--- config.mk ---
export PLATFORM = sky130hd
export DESIGN_NAME = memory_access_stage
export DESIGN_NICKNAME = d
export VERILOG_FILES = /design/src/rtl/memory_access_stage_pkg.sv /design/src/rtl/load_store_align.sv /design/src/rtl/memory_access_stage.sv
export SDC_FILE = /design/constraint.sdc
export NUM_CORES = 1
export LEC_CHECK = 0
export CAP_MARGIN = 10
export CORE_MARGIN = 2
export CORE_UTILIZATION = 43
export CTS_CLUSTER_DIAMETER = 50
export CTS_CLUSTER_SIZE = 8
export DETAILED_ROUTE_END_ITERATION = 8
export PLACE_DENSITY = 0.74
export SLEW_MARGIN = 5
export SYNTH_ARGS = -nofsm -noshare
export SYNTH_HDL_FRONTEND = slang
export SYNTH_SLANG_ARGS = --single-unit
export TNS_END_PERCENT = 30
--- constraint.sdc ---
create_clock -name clk -period 2.2 [get_ports clk]
set_input_delay 0.22 -clock clk [delete_from_list [all_inputs] [get_ports clk]]
set_output_delay 0.22 -clock clk [all_outputs]
set_load 0.1 [all_outputs]
--- src/rtl/memory_access_stage_pkg.sv ---
// rtl/memory_access_stage_pkg.sv - shared control-word layout, encodings and FSM states for the memory stage
package memory_access_stage_pkg;

  localparam int CW_W         = 14;
  localparam int CW_BRANCH    = 13;
  localparam int CW_RF_WB     = 12;
  localparam int CW_MEM_WE    = 11;
  localparam int CW_WB_SRC_HI = 10;
  localparam int CW_WB_SRC_LO = 9;
  localparam int CW_PC_SRC    = 8;
  localparam int CW_RD_HI     = 7;
  localparam int CW_RD_LO     = 3;
  localparam int CW_F3_HI     = 2;
  localparam int CW_F3_LO     = 0;

  typedef enum logic [1:0] {
    WB_SRC_ALU = 2'b00,
    WB_SRC_MEM = 2'b01
  } wb_src_e;

  // funct3[1:0] selects the access size for both loads and stores
  typedef enum logic [1:0] {
    SZ_BYTE = 2'b00,
    SZ_HALF = 2'b01,
    SZ_WORD = 2'b10
  } size_e;

  typedef enum logic [2:0] {
    F3_LB  = 3'b000,
    F3_LH  = 3'b001,
    F3_LW  = 3'b010,
    F3_LBU = 3'b100,
    F3_LHU = 3'b101
  } load_f3_e;

  typedef enum logic [1:0] {
    ST_IDLE = 2'd0,
    ST_REQ  = 2'd1,
    ST_RESP = 2'd2
  } mem_state_e;

endpackage

--- src/rtl/load_store_align.sv ---
// rtl/load_store_align.sv - byte-enable / store-lane replication and load extraction / extension
module load_store_align
  import memory_access_stage_pkg::*;
(
  input  logic [1:0]  i_addr_lo,
  input  logic [2:0]  i_funct3,
  input  logic [31:0] i_sdata,
  input  logic [31:0] i_rdata,
  output logic [3:0]  o_be,
  output logic [31:0] o_wdata,
  output logic [31:0] o_ldata
);

  logic [31:0] w_shifted;

  assign w_shifted = i_rdata >> {i_addr_lo, 3'b000};

  always_comb begin
    o_be    = 4'b1111;
    o_wdata = i_sdata;
    case (i_funct3[1:0])
      SZ_BYTE: begin
        o_be    = 4'b0001 << i_addr_lo;
        o_wdata = {4{i_sdata[7:0]}};
      end
      SZ_HALF: begin
        o_be    = 4'b0011 << {i_addr_lo[1], 1'b0};
        o_wdata = {2{i_sdata[15:0]}};
      end
      default: begin
        o_be    = 4'b1111;
        o_wdata = i_sdata;
      end
    endcase
  end

  always_comb begin
    o_ldata = w_shifted;
    case (i_funct3)
      F3_LB:   o_ldata = {{24{w_shifted[7]}}, w_shifted[7:0]};
      F3_LH:   o_ldata = {{16{w_shifted[15]}}, w_shifted[15:0]};
      F3_LBU:  o_ldata = {24'd0, w_shifted[7:0]};
      F3_LHU:  o_ldata = {16'd0, w_shifted[15:0]};
      F3_LW:   o_ldata = w_shifted;
      default: o_ldata = w_shifted;
    endcase
  end

endmodule

--- src/rtl/memory_access_stage.sv ---
// rtl/memory_access_stage.sv - pipeline memory stage: req/gnt/rvalid data bus, load align, writeback register
// Optional build macro MISALIGN_TRAP_EN turns misaligned half/word accesses into bus-free trapped completions.
module memory_access_stage
  import memory_access_stage_pkg::*;
#(
  parameter int ADDR_W = 32
) (
  input  logic              clk,
  input  logic              rst,
  input  logic              valid_ex,
  input  logic              done_ex,
  input  logic              flush_mem,
  input  logic [CW_W-1:0]   control_word_ex,
  input  logic [31:0]       calculated_adr,
  input  logic [31:0]       ALU_result,
  input  logic [31:0]       regfileb_ex,
  output logic              stall_mem,
  output logic              dmem_req,
  output logic              dmem_we,
  output logic [3:0]        dmem_be,
  output logic [ADDR_W-1:0] dmem_addr,
  output logic [31:0]       dmem_wdata,
  input  logic              dmem_gnt,
  input  logic              dmem_rvalid,
  input  logic [31:0]       dmem_rdata,
  output logic              valid_mem,
  output logic              rf_wb_mem,
  output logic [4:0]        rd_mem,
  output logic [31:0]       wb_data_mem,
  output logic              misaligned_mem
);

  mem_state_e  r_state;
  mem_state_e  w_next_state;
  logic [31:0] r_addr;
  logic [31:0] r_sdata;
  logic [31:0] r_alu;
  logic [2:0]  r_funct3;
  logic [4:0]  r_rd;
  logic        r_is_load;
  logic        r_killed;
  logic        r_valid_mem;
  logic        r_rf_wb_mem;
  logic        r_misaligned_mem;
  logic [4:0]  r_rd_mem;
  logic [31:0] r_wb_data_mem;

  logic        w_idle;
  logic        w_rf_wb;
  logic        w_is_store;
  logic        w_is_load;
  logic        w_misalign;
  logic        w_accept;
  logic        w_mem_op;
  logic        w_done_store;
  logic        w_done_load;
  logic        w_kill;
  logic [31:0] w_addr;
  logic [31:0] w_sdata;
  logic [31:0] w_alu;
  logic [31:0] w_ldata;
  logic [2:0]  w_funct3;
  logic [4:0]  w_rd;
  logic        w_unused;

  // branch_taken and pc_src are consumed by fetch
  assign w_unused = ^{control_word_ex[CW_BRANCH], control_word_ex[CW_PC_SRC]};

  assign w_idle     = (r_state == ST_IDLE);
  assign w_rf_wb    = control_word_ex[CW_RF_WB];
  assign w_is_store = control_word_ex[CW_MEM_WE];
  assign w_is_load  = ~w_is_store & w_rf_wb &
                      (control_word_ex[CW_WB_SRC_HI:CW_WB_SRC_LO] == WB_SRC_MEM);

`ifdef MISALIGN_TRAP_EN
  assign w_misalign = (w_is_store | w_is_load) &
                      (((control_word_ex[1:0] == SZ_HALF) & calculated_adr[0]) |
                       ((control_word_ex[1:0] == SZ_WORD) & (calculated_adr[1:0] != 2'b00)));
`else
  assign w_misalign = 1'b0;
`endif

  assign w_accept = rst & w_idle & valid_ex & done_ex & ~flush_mem;
  assign w_mem_op = w_accept & (w_is_store | w_is_load) & ~w_misalign;

  // In IDLE the bus sees the live execute inputs; afterwards only the captured copy
  assign w_addr   = w_idle ? calculated_adr : r_addr;
  assign w_sdata  = w_idle ? regfileb_ex : r_sdata;
  assign w_alu    = w_idle ? ALU_result : r_alu;
  assign w_funct3 = w_idle ? control_word_ex[CW_F3_HI:CW_F3_LO] : r_funct3;
  assign w_rd     = w_idle ? control_word_ex[CW_RD_HI:CW_RD_LO] : r_rd;

  load_store_align u_align (
    .i_addr_lo (w_addr[1:0]),
    .i_funct3  (w_funct3),
    .i_sdata   (w_sdata),
    .i_rdata   (dmem_rdata),
    .o_be      (dmem_be),
    .o_wdata   (dmem_wdata),
    .o_ldata   (w_ldata)
  );

  assign dmem_addr = {w_addr[ADDR_W-1:2], 2'b00};

  always_comb begin
    w_next_state = r_state;
    dmem_req     = 1'b0;
    dmem_we      = 1'b0;
    stall_mem    = 1'b0;
    w_done_store = 1'b0;
    w_done_load  = 1'b0;
    case (r_state)
      ST_IDLE: begin
        if (w_mem_op) begin
          dmem_req = 1'b1;
          dmem_we  = w_is_store;
          if (dmem_gnt) begin
            w_next_state = w_is_store ? ST_IDLE : ST_RESP;
            w_done_store = w_is_store;
          end else begin
            w_next_state = ST_REQ;
            stall_mem    = 1'b1;
          end
        end
      end
      ST_REQ: begin
        dmem_req  = 1'b1;
        dmem_we   = ~r_is_load;
        stall_mem = 1'b1;
        if (dmem_gnt) begin
          w_next_state = r_is_load ? ST_RESP : ST_IDLE;
          w_done_store = ~r_is_load;
        end
      end
      ST_RESP: begin
        stall_mem = 1'b1;
        if (dmem_rvalid) begin
          w_next_state = ST_IDLE;
          w_done_load  = 1'b1;
        end
      end
      default: w_next_state = ST_IDLE;
    endcase
  end

  // A flush seen while the bus transaction is in flight only suppresses writeback
  assign w_kill = ~w_idle & (r_killed | flush_mem);

  always_ff @(posedge clk or negedge rst) begin
    if (!rst) begin
      r_state          <= ST_IDLE;
      r_addr           <= 32'd0;
      r_sdata          <= 32'd0;
      r_alu            <= 32'd0;
      r_funct3         <= 3'd0;
      r_rd             <= 5'd0;
      r_is_load        <= 1'b0;
      r_killed         <= 1'b0;
      r_valid_mem      <= 1'b0;
      r_rf_wb_mem      <= 1'b0;
      r_misaligned_mem <= 1'b0;
      r_rd_mem         <= 5'd0;
      r_wb_data_mem    <= 32'd0;
    end else begin
      r_state          <= w_next_state;
      r_valid_mem      <= 1'b0;
      r_rf_wb_mem      <= 1'b0;
      r_misaligned_mem <= 1'b0;
      if (w_mem_op) begin
        r_addr    <= calculated_adr;
        r_sdata   <= regfileb_ex;
        r_alu     <= ALU_result;
        r_funct3  <= control_word_ex[CW_F3_HI:CW_F3_LO];
        r_rd      <= control_word_ex[CW_RD_HI:CW_RD_LO];
        r_is_load <= w_is_load;
        r_killed  <= 1'b0;
      end else if (!w_idle) begin
        r_killed <= r_killed | flush_mem;
      end
      if (w_accept && !w_mem_op) begin
        r_valid_mem      <= 1'b1;
        r_rf_wb_mem      <= w_rf_wb & ~w_misalign;
        r_rd_mem         <= control_word_ex[CW_RD_HI:CW_RD_LO];
        r_wb_data_mem    <= ALU_result;
        r_misaligned_mem <= w_misalign;
      end else if ((w_done_store || w_done_load) && !w_kill) begin
        r_valid_mem   <= 1'b1;
        r_rf_wb_mem   <= w_done_load;
        r_rd_mem      <= w_rd;
        r_wb_data_mem <= w_done_load ? w_ldata : w_alu;
      end
    end
  end

  assign valid_mem      = r_valid_mem;
  assign rf_wb_mem      = r_rf_wb_mem;
  assign rd_mem         = r_rd_mem;
  assign wb_data_mem    = r_wb_data_mem;
  assign misaligned_mem = r_misaligned_mem;

endmodule

==> flow_metrics.py <==
metrics = {
    "cells_and_area": {
        "design.final.nets": 1440,
        "area_growth_syn_to_layout_pct": 73.14,
        "register_area_sq_um": 3679,
        "final_cell_count_no_fill": 1566,
        "multi_input_comb_area_sq_um": 5542,
        "fillCellCount": 1275,
        "drive_gt1_share_pct": 34.49,
    },
    "yosys": {
        "netlist-cell-type-count": 58,
        "gate_count_of_the_mapped_netlist": 968,
        "async_reset_ff_share_pct": 100.0,
        "yosys.area_share.adder_pct": 0.5855,
        "synth.mux.area_fraction_pct": 14.64,
        "synth_top_area_cell": "dfrtp_1",
        "synth_xor_xnor_area_share_pct": 0,
        "netlist_area_sq_um": 8548,
        "synth.yosys.warnings": 0,
        "largest_family_of_logic_cells_by_synthesized_area": "simple AND/OR/NAND/NOR gates",
        "synthesized_area_per_cell_sq_um": 8.831,
        "number_of_enable_type_register_cells_in_the_synthesized_netlist": 0,
        "synth-simple-area-share_pct": 20.30,
        "ys_seq_area_share_pct": 43.03,
        "yosysMostFrequentCell": "nand2_1",
        "postSynthRegisterBits": 147,
        "synth_top_flop_cell": "dfrtp_1",
        "synth_area_leaders": "dfrtp_1 (43%), nand2_1 (14%), mux2i_1 (7.6%), mux2_2 (6.5%), o21ai_0 (2.6%)",
        "synth_commonest_cells": "nand2_1 (329), dfrtp_1 (147), mux2i_1 (65), mux2_2 (49), o21ai_0 (44)",
        "synth_compound_area_share_pct": 16.48,
        "synth_top_area_share_pct": 43.03,
    },
    "timing": {
        "max_slew_margin_pct": 40.93,
        "finalClockSkew_ps": 13.81,
        "setup_repair_after_global_routing_missed_its_margin": "yes",
        "min_period_over_period_pct": 112.8,
        "setup_slack_ps": -281.2,
        "fin_hold_ws_ps": -84.69,
        "report.final.setup_viol": 101,
        "final_hold_viol_count": 23,
        "fin_crit_ps": 2481,
        "worstMarginPinSlew_ps": 886.0,
        "slew_viol_final": 0,
        "fmaxAchievable_ghz": 0.4030,
    },
    "grt": {
        "initial_antenna_violation_count": 3,
        "number_of_global_route_vias_before_repair": 8724,
        "gr-max-usage-layer": "met2",
        "total_gr_overflow": 0,
        "global_route.usage.met3_pct": 6.541,
        "globalRouteMet1Util_pct": 36.02,
        "use_met2_pct": 46.62,
        "grt_first_pass_wirelength_mm": 47.42,
        "gr-usage-all-layers_pct": 28.09,
        "grt_max_degree": 148,
    },
    "cts": {
        "clock-sinks": 147,
        "root_buffer": "clkbuf_16",
        "clk_pin_slew_ps": 60,
        "tritoncts": "built",
        "clk_path_buf_depth": 2,
        "tritoncts.num_buffers": 17,
        "clk_lat_worst_skew_ps": 430,
        "clock_tree.htree_level_count": 4,
    },
    "routing": {
        "routed_wirelength_mm": 30.57,
        "num_vias": 8708,
        "drt_pre_antenna_iters": 5,
        "initialDrtViolationCount": 651,
        "viasPerCell": 5.561,
        "drc": 0,
        "drt.antenna.violating_nets": 0,
        "avgRoutedWirePerCell_microns": 19.52,
    },
    "critical_path": {
        "timing.critical_path.arrival_ps": 2260,
        "timing.critical_path.to_type": "output pin",
        "timing.critical_path.required_ps": 1980,
        "timing.reg2reg.setup_slack_ps": -220,
        "criticalPathCategory": "reg -> out",
        "critPathMaxFanout": 8,
        "category_of_the_worst_setup_path_launch_point": "register",
    },
    "placed_design": {
        "place_inst": 1493,
        "hpwlAfterDp_mm": 19.80,
        "portbufs": 254,
        "globalplace.congestion": 0.8863,
    },
    "floorplanning": {
        "die_area_sq_um": 21020,
        "io-pin-count": 260,
        "chipHeight_microns": 145.0,
        "die_w_microns": 145.0,
        "core_area_sq_um": 19460,
        "initial_core_util_pct": 43.92,
        "floorplan.rows": 51,
    },
    "run_status": {
        "result_of_the_run": "complete, but fails checks",
        "violations_in_the_final_reports": "negative hold slack, negative setup slack",
    },
    "run": {
        "drv.max_cap_violation_count": 0,
    },
    "worst_hold_path": {
        "min-delay-path-class": "in -> async",
    },
}
## routing by layer
layer  wire length [microns]  up-vias  part of all wire [%]
met5                      13        -                 0.043
met2                   15040      397                    49
met3                    2151       66                   7.0
met1                   12380     4244                    40
li1                        -     3999                     -
met4                     988        2                   3.2
## stage by stage
step	setup WS [ps]	TNS, ps	utilization, %	instance area, sq um	hold WS, ps
after floorplan	-266.9	-10270	-	9109	-75.59
after CTS	-272.4	-9257	73.37	14280	36.00
final	-281.2	-13150	76.05	14800	-84.69
after global placement	-100.9	-931.4	66.22	12890	448.8
after detailed placement	-187.3	-2406	66.22	12890	454.0
after global routing	-341.4	-20890	76.03	14800	71.28
## critical path: stages (launching register included)
cell     delay (ps)
dfrtp_1         390
inv_2            90
ha_4            210
buf_6           120
mux2_4          350
buf_12          180
nand2_4          70
o21ai_4          70
o21ai_4         160
buf_12          190
## final timing paths
kind | cells past startpoint | startpoint | endpoint
worst max-delay path | 9 | r_state[1] | dmem_wdata[24]
worst min-delay path | 2 | rst | r_alu[3]
worst max register to register | 11 | r_state[1] | wb_data_mem[21]
worst min register to register | 2 | r_alu[28] | r_alu[28]
max in group asynchronous | 2 | rst | r_alu[17]
min in group clk | 3 | calculated_adr[7] | r_addr[7]
## logic make-up after synthesis
group | Yosys count
adder cells (fa/ha/maj) | 4
AO/OA/AOI/OAI | 199
flip-flops | 147
AND/OR/NAND/NOR | 419
other | 1
buffers and inverters | 81
multiplexers | 117
## final cells by class
cell class	instances	area share, %
well taps	265	2.240
clock buffers	20	3.018
flip-flops and latches	147	24.85
clock inverters	11	1.353
multi-input cells	742	37.44
inverters	9	0.3128
diodes	2	0.03382
repair buffers	370	30.75
## what timing repair did
| action | in CTS | in global routing |
|---|---|---|
| setup buffers | 19 | 12 |
| pin swaps | 30 | 33 |
| resized for setup | 104 | 80 |
| hold buffers | 0 | 0 |
| endpoints found under the setup margin | 97 | 139 |
| gates cloned | 7 | 3 |
## state kept, by name, summed over array words and instances (netlist names)
| register | count |
|---|---|
| r_addr | 32 |
| r_alu | 32 |
| r_funct3 | 3 |
| r_is_load | 1 |
| r_killed | 1 |
| r_rd | 5 |
| r_sdata | 32 |
| r_state | 2 |
| rd_mem | 5 |
| rf_wb_mem | 1 |
| valid_mem | 1 |
| wb_data_mem | 32 |
## cells in the final DEF, fill, tap and decap left out, types with 16 or more instances in the layout
cell and instances:
a211oi_1 16, a21oi_1 28, buf_12 83, buf_4 95, buf_6 31, clkbuf_16 19, clkdlybuf4s50_1 145, dfrtp_1 147
mux2_2 27, mux2_4 23, mux2i_1 47, nand2_1 313, nor2_1 27, nor2b_1 17, o21ai_4 29
Power is not shown: default switching activity piles up to over one toggle a cycle in this logic, so the estimate is an artifact.
